<file path="src/rtl/muldiv_seq.sv">
// muldiv_seq: RV32M multiply/divide sequencer with an iterative restoring divider.
// Optional flush port and abort path enabled by defining MULDIV_FLUSH_EN.
module muldiv_seq #(
    parameter int XLEN       = 32,
    parameter int DIV_UNROLL = 1
) (
    input  logic            clk,
    input  logic            rst,
`ifdef MULDIV_FLUSH_EN
    input  logic            flush,
`endif
    input  logic            req_valid,
    output logic            req_ready,
    input  logic [2:0]      req_op,
    input  logic [XLEN-1:0] req_a,
    input  logic [XLEN-1:0] req_b,
    output logic            resp_valid,
    input  logic            resp_ready,
    output logic [XLEN-1:0] resp_y
);

    localparam int ITER = XLEN / DIV_UNROLL;
    localparam int CW   = $clog2(ITER) + 1;

    typedef enum logic [1:0] {
        S_IDLE,
        S_DIV,
        S_DONE
    } state_t;

    state_t state, state_d;

    logic [XLEN-1:0] acc;
    logic [XLEN-1:0] qr;
    logic [XLEN-1:0] dv;
    logic [CW-1:0]   cnt;
    logic            neg_q;
    logic            rem_q;

    logic            kill;
    logic            accept;

`ifdef MULDIV_FLUSH_EN
    assign kill = flush;
`else
    assign kill = 1'b0;
`endif

    assign req_ready  = (state == S_IDLE);
    assign resp_valid = (state == S_DONE);
    assign accept     = req_valid & req_ready & ~kill;

    // Request decode
    logic            is_div;
    logic            sgn;
    logic            is_rem;
    logic            sa;
    logic            sb;
    logic            b_zero;
    logic            ovf;
    logic            special;
    logic            neg;
    logic [XLEN-1:0] a_mag;
    logic [XLEN-1:0] b_mag;
    logic [XLEN-1:0] spec_y;

    assign is_div  = req_op[2];
    assign sgn     = ~req_op[0];
    assign is_rem  = req_op[1];
    assign sa      = (req_op[1:0] == 2'b01) | (req_op[1:0] == 2'b10);
    assign sb      = (req_op[1:0] == 2'b01);
    assign b_zero  = (req_b == '0);
    assign ovf     = sgn & (req_a == {1'b1, {(XLEN-1){1'b0}}}) & (&req_b);
    assign special = b_zero | ovf;
    assign neg     = sgn & (is_rem ? req_a[XLEN-1]
                                   : req_a[XLEN-1] ^ req_b[XLEN-1]);
    assign a_mag   = (sgn & req_a[XLEN-1]) ? (~req_a + 1'b1) : req_a;
    assign b_mag   = (sgn & req_b[XLEN-1]) ? (~req_b + 1'b1) : req_b;

    // Special-case divide results resolved without iterating
    always_comb begin
        spec_y = '0;
        if (b_zero)
            spec_y = is_rem ? req_a : '1;
        else if (ovf)
            spec_y = is_rem ? '0 : req_a;
    end

    // Full 64-bit product; sign extension picks the signed/unsigned flavour
    logic [2*XLEN-1:0] a_ext;
    logic [2*XLEN-1:0] b_ext;
    logic [2*XLEN-1:0] prod;
    logic [XLEN-1:0]   mul_y;

    assign a_ext = {{XLEN{sa & req_a[XLEN-1]}}, req_a};
    assign b_ext = {{XLEN{sb & req_b[XLEN-1]}}, req_b};
    assign prod  = a_ext * b_ext;
    assign mul_y = (req_op[1:0] == 2'b00) ? prod[XLEN-1:0]
                                          : prod[2*XLEN-1:XLEN];

    // Restoring shift-subtract, DIV_UNROLL quotient bits per cycle, MSB first
    logic [XLEN-1:0] acc_n;
    logic [XLEN-1:0] qr_n;
    logic [XLEN:0]   t;
    logic [XLEN:0]   diff;
    logic [XLEN-1:0] fin_raw;
    logic [XLEN-1:0] fin;

    always_comb begin
        acc_n = acc;
        qr_n  = qr;
        t     = '0;
        diff  = '0;
        for (int i = 0; i < DIV_UNROLL; i++) begin
            t    = {acc_n, qr_n[XLEN-1]};
            diff = t - {1'b0, dv};
            if (!diff[XLEN]) begin
                acc_n = diff[XLEN-1:0];
                qr_n  = {qr_n[XLEN-2:0], 1'b1};
            end else begin
                acc_n = t[XLEN-1:0];
                qr_n  = {qr_n[XLEN-2:0], 1'b0};
            end
        end
    end

    assign fin_raw = rem_q ? acc_n : qr_n;
    assign fin     = neg_q ? (~fin_raw + 1'b1) : fin_raw;

    // State register
    always_ff @(posedge clk) begin
        if (rst)
            state <= S_IDLE;
        else
            state <= state_d;
    end

    // Next-state logic; flush overrides every transition
    always_comb begin
        state_d = state;
        unique case (state)
            S_IDLE: begin
                if (accept)
                    state_d = (is_div && !special) ? S_DIV : S_DONE;
            end
            S_DIV: begin
                if (cnt == CW'(1))
                    state_d = S_DONE;
            end
            S_DONE: begin
                if (resp_ready)
                    state_d = S_IDLE;
            end
            default: state_d = S_IDLE;
        endcase
        if (kill)
            state_d = S_IDLE;
    end

    // Operand latching, divider iteration and result register
    always_ff @(posedge clk) begin
        if (rst) begin
            acc    <= '0;
            qr     <= '0;
            dv     <= '0;
            cnt    <= '0;
            neg_q  <= 1'b0;
            rem_q  <= 1'b0;
            resp_y <= '0;
        end else if (!kill) begin
            if (accept) begin
                if (!is_div) begin
                    resp_y <= mul_y;
                end else if (special) begin
                    resp_y <= spec_y;
                end else begin
                    acc   <= '0;
                    qr    <= a_mag;
                    dv    <= b_mag;
                    cnt   <= CW'(ITER);
                    neg_q <= neg;
                    rem_q <= is_rem;
                end
            end else if (state == S_DIV) begin
                acc <= acc_n;
                qr  <= qr_n;
                cnt <= cnt - CW'(1);
                if (cnt == CW'(1))
                    resp_y <= fin;
            end
        end
    end

endmodule
</file>
<file path="config.mk">
export PLATFORM = sky130hd
export DESIGN_NAME = muldiv_seq
export DESIGN_NICKNAME = d
export VERILOG_FILES = /design/src/rtl/muldiv_seq.sv
export SDC_FILE = /design/constraint.sdc
export NUM_CORES = 2
export LEC_CHECK = 0
export CAP_MARGIN = 15
export CORE_ASPECT_RATIO = 0.6
export CORE_MARGIN = 1
export CORE_UTILIZATION = 40
export DETAILED_ROUTE_END_ITERATION = 7
export GPL_ROUTABILITY_DRIVEN = 1
export PLACE_DENSITY = 0.54
export SYNTH_ARGS = -nofsm -noshare
export SYNTH_HDL_FRONTEND = slang
export SYNTH_SLANG_ARGS = --single-unit
</file>
<file path="constraint.sdc">
create_clock -name clk -period 10.9 [get_ports clk]
set_clock_uncertainty 0.15 [all_clocks]
set_input_delay 1.09 -clock clk [delete_from_list [all_inputs] [get_ports clk]]
set_output_delay 1.09 -clock clk [all_outputs]
set_load 0.1 [all_outputs]
</file>
==> run_results.csv <==
group,metric,value,unit
worst_setup_path,endpoint_kind,"register",
detailed_routing,final_antenna_net_count,0,
global_routing,grt_overflow,0,
detailed_routing,route.detailed.drc,0,
min_path,hold-path-cell-count,2,
detailed_routing,drt_wl_total,172000,µm
worst_setup_path,cpMaxStageDelayCell,"fa_1",
layout,multiInputGateArea,40100,µm²
global_routing,grt_pass1_vias,39800,
logic_synthesis,yosysWarnings,0,
min_path,hp-start,"resp_y[18]",
logic_synthesis,synth_mux_area_share,0.682,%
logic_synthesis,synth_area_leaders,"fa_1, inv_1, nand2_1",
place,io_buffer_count,104,
layout,regArea,2760,µm²
logic_synthesis,synthAdderAreaFrac,52.5,%
detailed_routing,drtIter0Drc,3978,
timing,period_share,96.5,%
global_routing,track_usage,28.3,%
logic_synthesis,yosys.area_share.xor_xnor,3.24,%
logic_synthesis,yosysTopAreaCellShare,46.0,%
die,io_pins,105,
timing,tightest_slew,1.19,ns
worst_setup_path,required,11.08,ns
logic_synthesis,ys_ff_latch,138,
logic_synthesis,synth_most_common_cell,"inv_1",
timing,grt_setup_unrepaired,"false",
layout,fill_cells,12200,
min_path,hold_end,"resp_y[18]",
detailed_routing,dr_total_vias,39700,
timing,min_period,10.52,ns
timing,whs,0.312,ns
worst_setup_path,r2r_end,"resp_y[28]",
timing,hold_viol,0,
worst_setup_path,worstPathArrival,10.70,ns
clocking,path_clk_slew,0.07,ns
place,hpwlAfterDp,142000,µm
clocking,cts_buffer_depth,2,
logic_synthesis,synth_common_cells,"inv_1, fa_1, nand2_1",
run,cap_violations,0,
worst_setup_path,ff2ff_setup_slack,4.70,ns
layout,fin_nets,7167,
die,core,122000,µm²
clocking,clock_latency,0.45,ns
worst_setup_path,r2r_start,"dv[21]",
die,die_w,454,µm
die,num_rows,99,
timing,tns,0,ns
worst_setup_path,rr_worst_depth,20,
logic_synthesis,syn_nets,7253,
detailed_routing,vias_per_cell,5.39,
die,die_height,273,µm
layout,drive_gt1_share,5.11,%
global_routing,grt_pass1_wl,262000,µm
worst_setup_path,critPathMostFrequentCell,"fa_1",
logic_synthesis,ys.flop_type,"dfxtp_1",
logic_synthesis,syn-cell-area,49000,µm²
die,die-area,124000,µm²
min_path,hold_class,"reg -> reg",
worst_setup_path,path_class,"in -> reg",
logic_synthesis,synth_top_family_by_area,"adder cells",
timing,relSlewSlack,20.6,%
worst_setup_path,path_max_fanout,8,
timing,max_freq,0.0951,GHz
logic_synthesis,synthSimpleGateAreaFrac,16.5,%
timing,setup_viol,0,
place,gp_congestion,0.977,
logic_synthesis,async_reset_ff_share,0,%
global_routing,grt_start_max_net_pins,87,
detailed_routing,drt-pass1-iter-count,5,
worst_setup_path,slowest_delay,0.75,ns
layout,areaGrowthSynthToFinish,7.10,%
logic_synthesis,yosysTopAreaCell,"fa_1",
clocking,clockRootBuffer,"clkbuf_16",
logic_synthesis,synth-compound-area-share,8.93,%
worst_setup_path,start_kind,"primary input",
logic_synthesis,synth-edff-count,0,
detailed_routing,detail_route.wl_per_cell,23.4,µm
clocking,clock_sinks,138,
timing,finalMaxSlewViolations,0,
logic_synthesis,syn_area_per_cell,8.44,µm²
clocking,h-tree-depth,4,
clocking,cts_tree,"done",
logic_synthesis,synth_cell_types,92,
logic_synthesis,yosysSeqAreaShare,5.64,%
logic_synthesis,syn_inst,5803,
outcome,status,"finished clean",
global_routing,antenna_found_initial,17,
clocking,cts_hold_buf,0,
die,initial_core_util,40.3,%
clocking,cts_buffers,17,
## final cells by class
class                      instances  area share (%)
sequential                       138            5.27
multi-input combinational       4038            76.5
inverter                        1252            8.97
timing repair buffer             270            4.14
tap                             1616            3.85
clock buffer                      18           0.818
antenna                           12          0.0573
clock inverter                    13           0.415
## timing repair
item / in CTS / in global routing
endpoints found under the setup margin: 0 / 1
buffers inserted: 0 / 1
gates resized for setup: 0 / 1
## through the flow
stage,util [%],instances,setup WS (ns),instance area [µm²]
final,43.2,7357,0.382,52500
after global placement,42.6,7313,0.190,51800
after floorplan,-,5803,1.26,49000
after detailed placement,42.6,7313,0.118,51800
after CTS,43.1,7344,0.526,52400
after global routing,43.2,7351,0.0131,52400
## worst max-delay path, delay by kind of cell
kind | cells | cell delay [ns]
adder cells (fa/ha/maj) | 10 | 5.02
AO/OA/AOI/OAI | 10 | 2.43
buffers and inverters | 7 | 1.23
AND/OR/NAND/NOR | 6 | 0.93
## how the worst max path moves through the flow
stage               slack [ns]      start  depth (start not counted)         end
floorplan                 1.26  req_op[0]                         35  resp_y[31]
global placement          0.19  req_op[0]                         33  resp_y[31]
detailed placement        0.12  req_op[0]                         30  resp_y[28]
CTS                       0.53  req_op[0]                         30  resp_y[28]
global route              0.01  req_op[1]                         34  resp_y[31]
finish                    0.38  req_op[0]                         33  resp_y[24]
## routing by layer
layer,track usage (%),vias up,wire [µm]
met5,0,-,0
met1,44.9,20400,82500
met4,5.25,0,3570
met2,39.1,1844,68400
li1,-,17300,-
met3,5.83,169,17800
## flip-flops by register name (all words and copies together), names as in the netlist
name    flops
cnt         6
rem_q       1
dv         32
qr         32
resp_y     32
acc        32
neg_q       1
state       2
## cell families (layout without fill, tap and decap cells)
| group | after synthesis | after routing |
|---|---|---|
| AO/OA/AOI/OAI | 663 | 663 |
| XOR/XNOR | 181 | 181 |
| adder cells (fa/ha/maj) | 1379 | 1379 |
| buffers and inverters | 1627 | 1553 |
| flip-flops | 138 | 138 |
| multiplexers | 31 | 31 |
| other | 0 | 12 |
| AND/OR/NAND/NOR | 1784 | 1784 |
## layout by cell type (no fill, tap or decap), drive strengths merged, types with 21 or more instances in the layout
cell	netlist	layout
nor2	306	306
a31oi	26	26
nor3	47	47
a221oi	36	36
nand2b	21	21
a211oi	49	49
xnor2	106	106
dfxtp	138	138
a21o	46	46
clkdlybuf4s50	0	63
mux2i	21	21
xor2	75	75
nand2	912	912
and3	33	33
nand3	55	55
or3	21	21
nand4	31	31
o21ai	131	131
inv	1251	1253
ha	253	253
o211ai	29	29
o31ai	24	24
fa	1126	1126
nor2b	25	25
buf	99	207
and2	273	273
a21oi	200	200
Power is left out: the tool's default activity adds up to more than one toggle a clock period on the data nets, which glitch-free logic cannot reach.
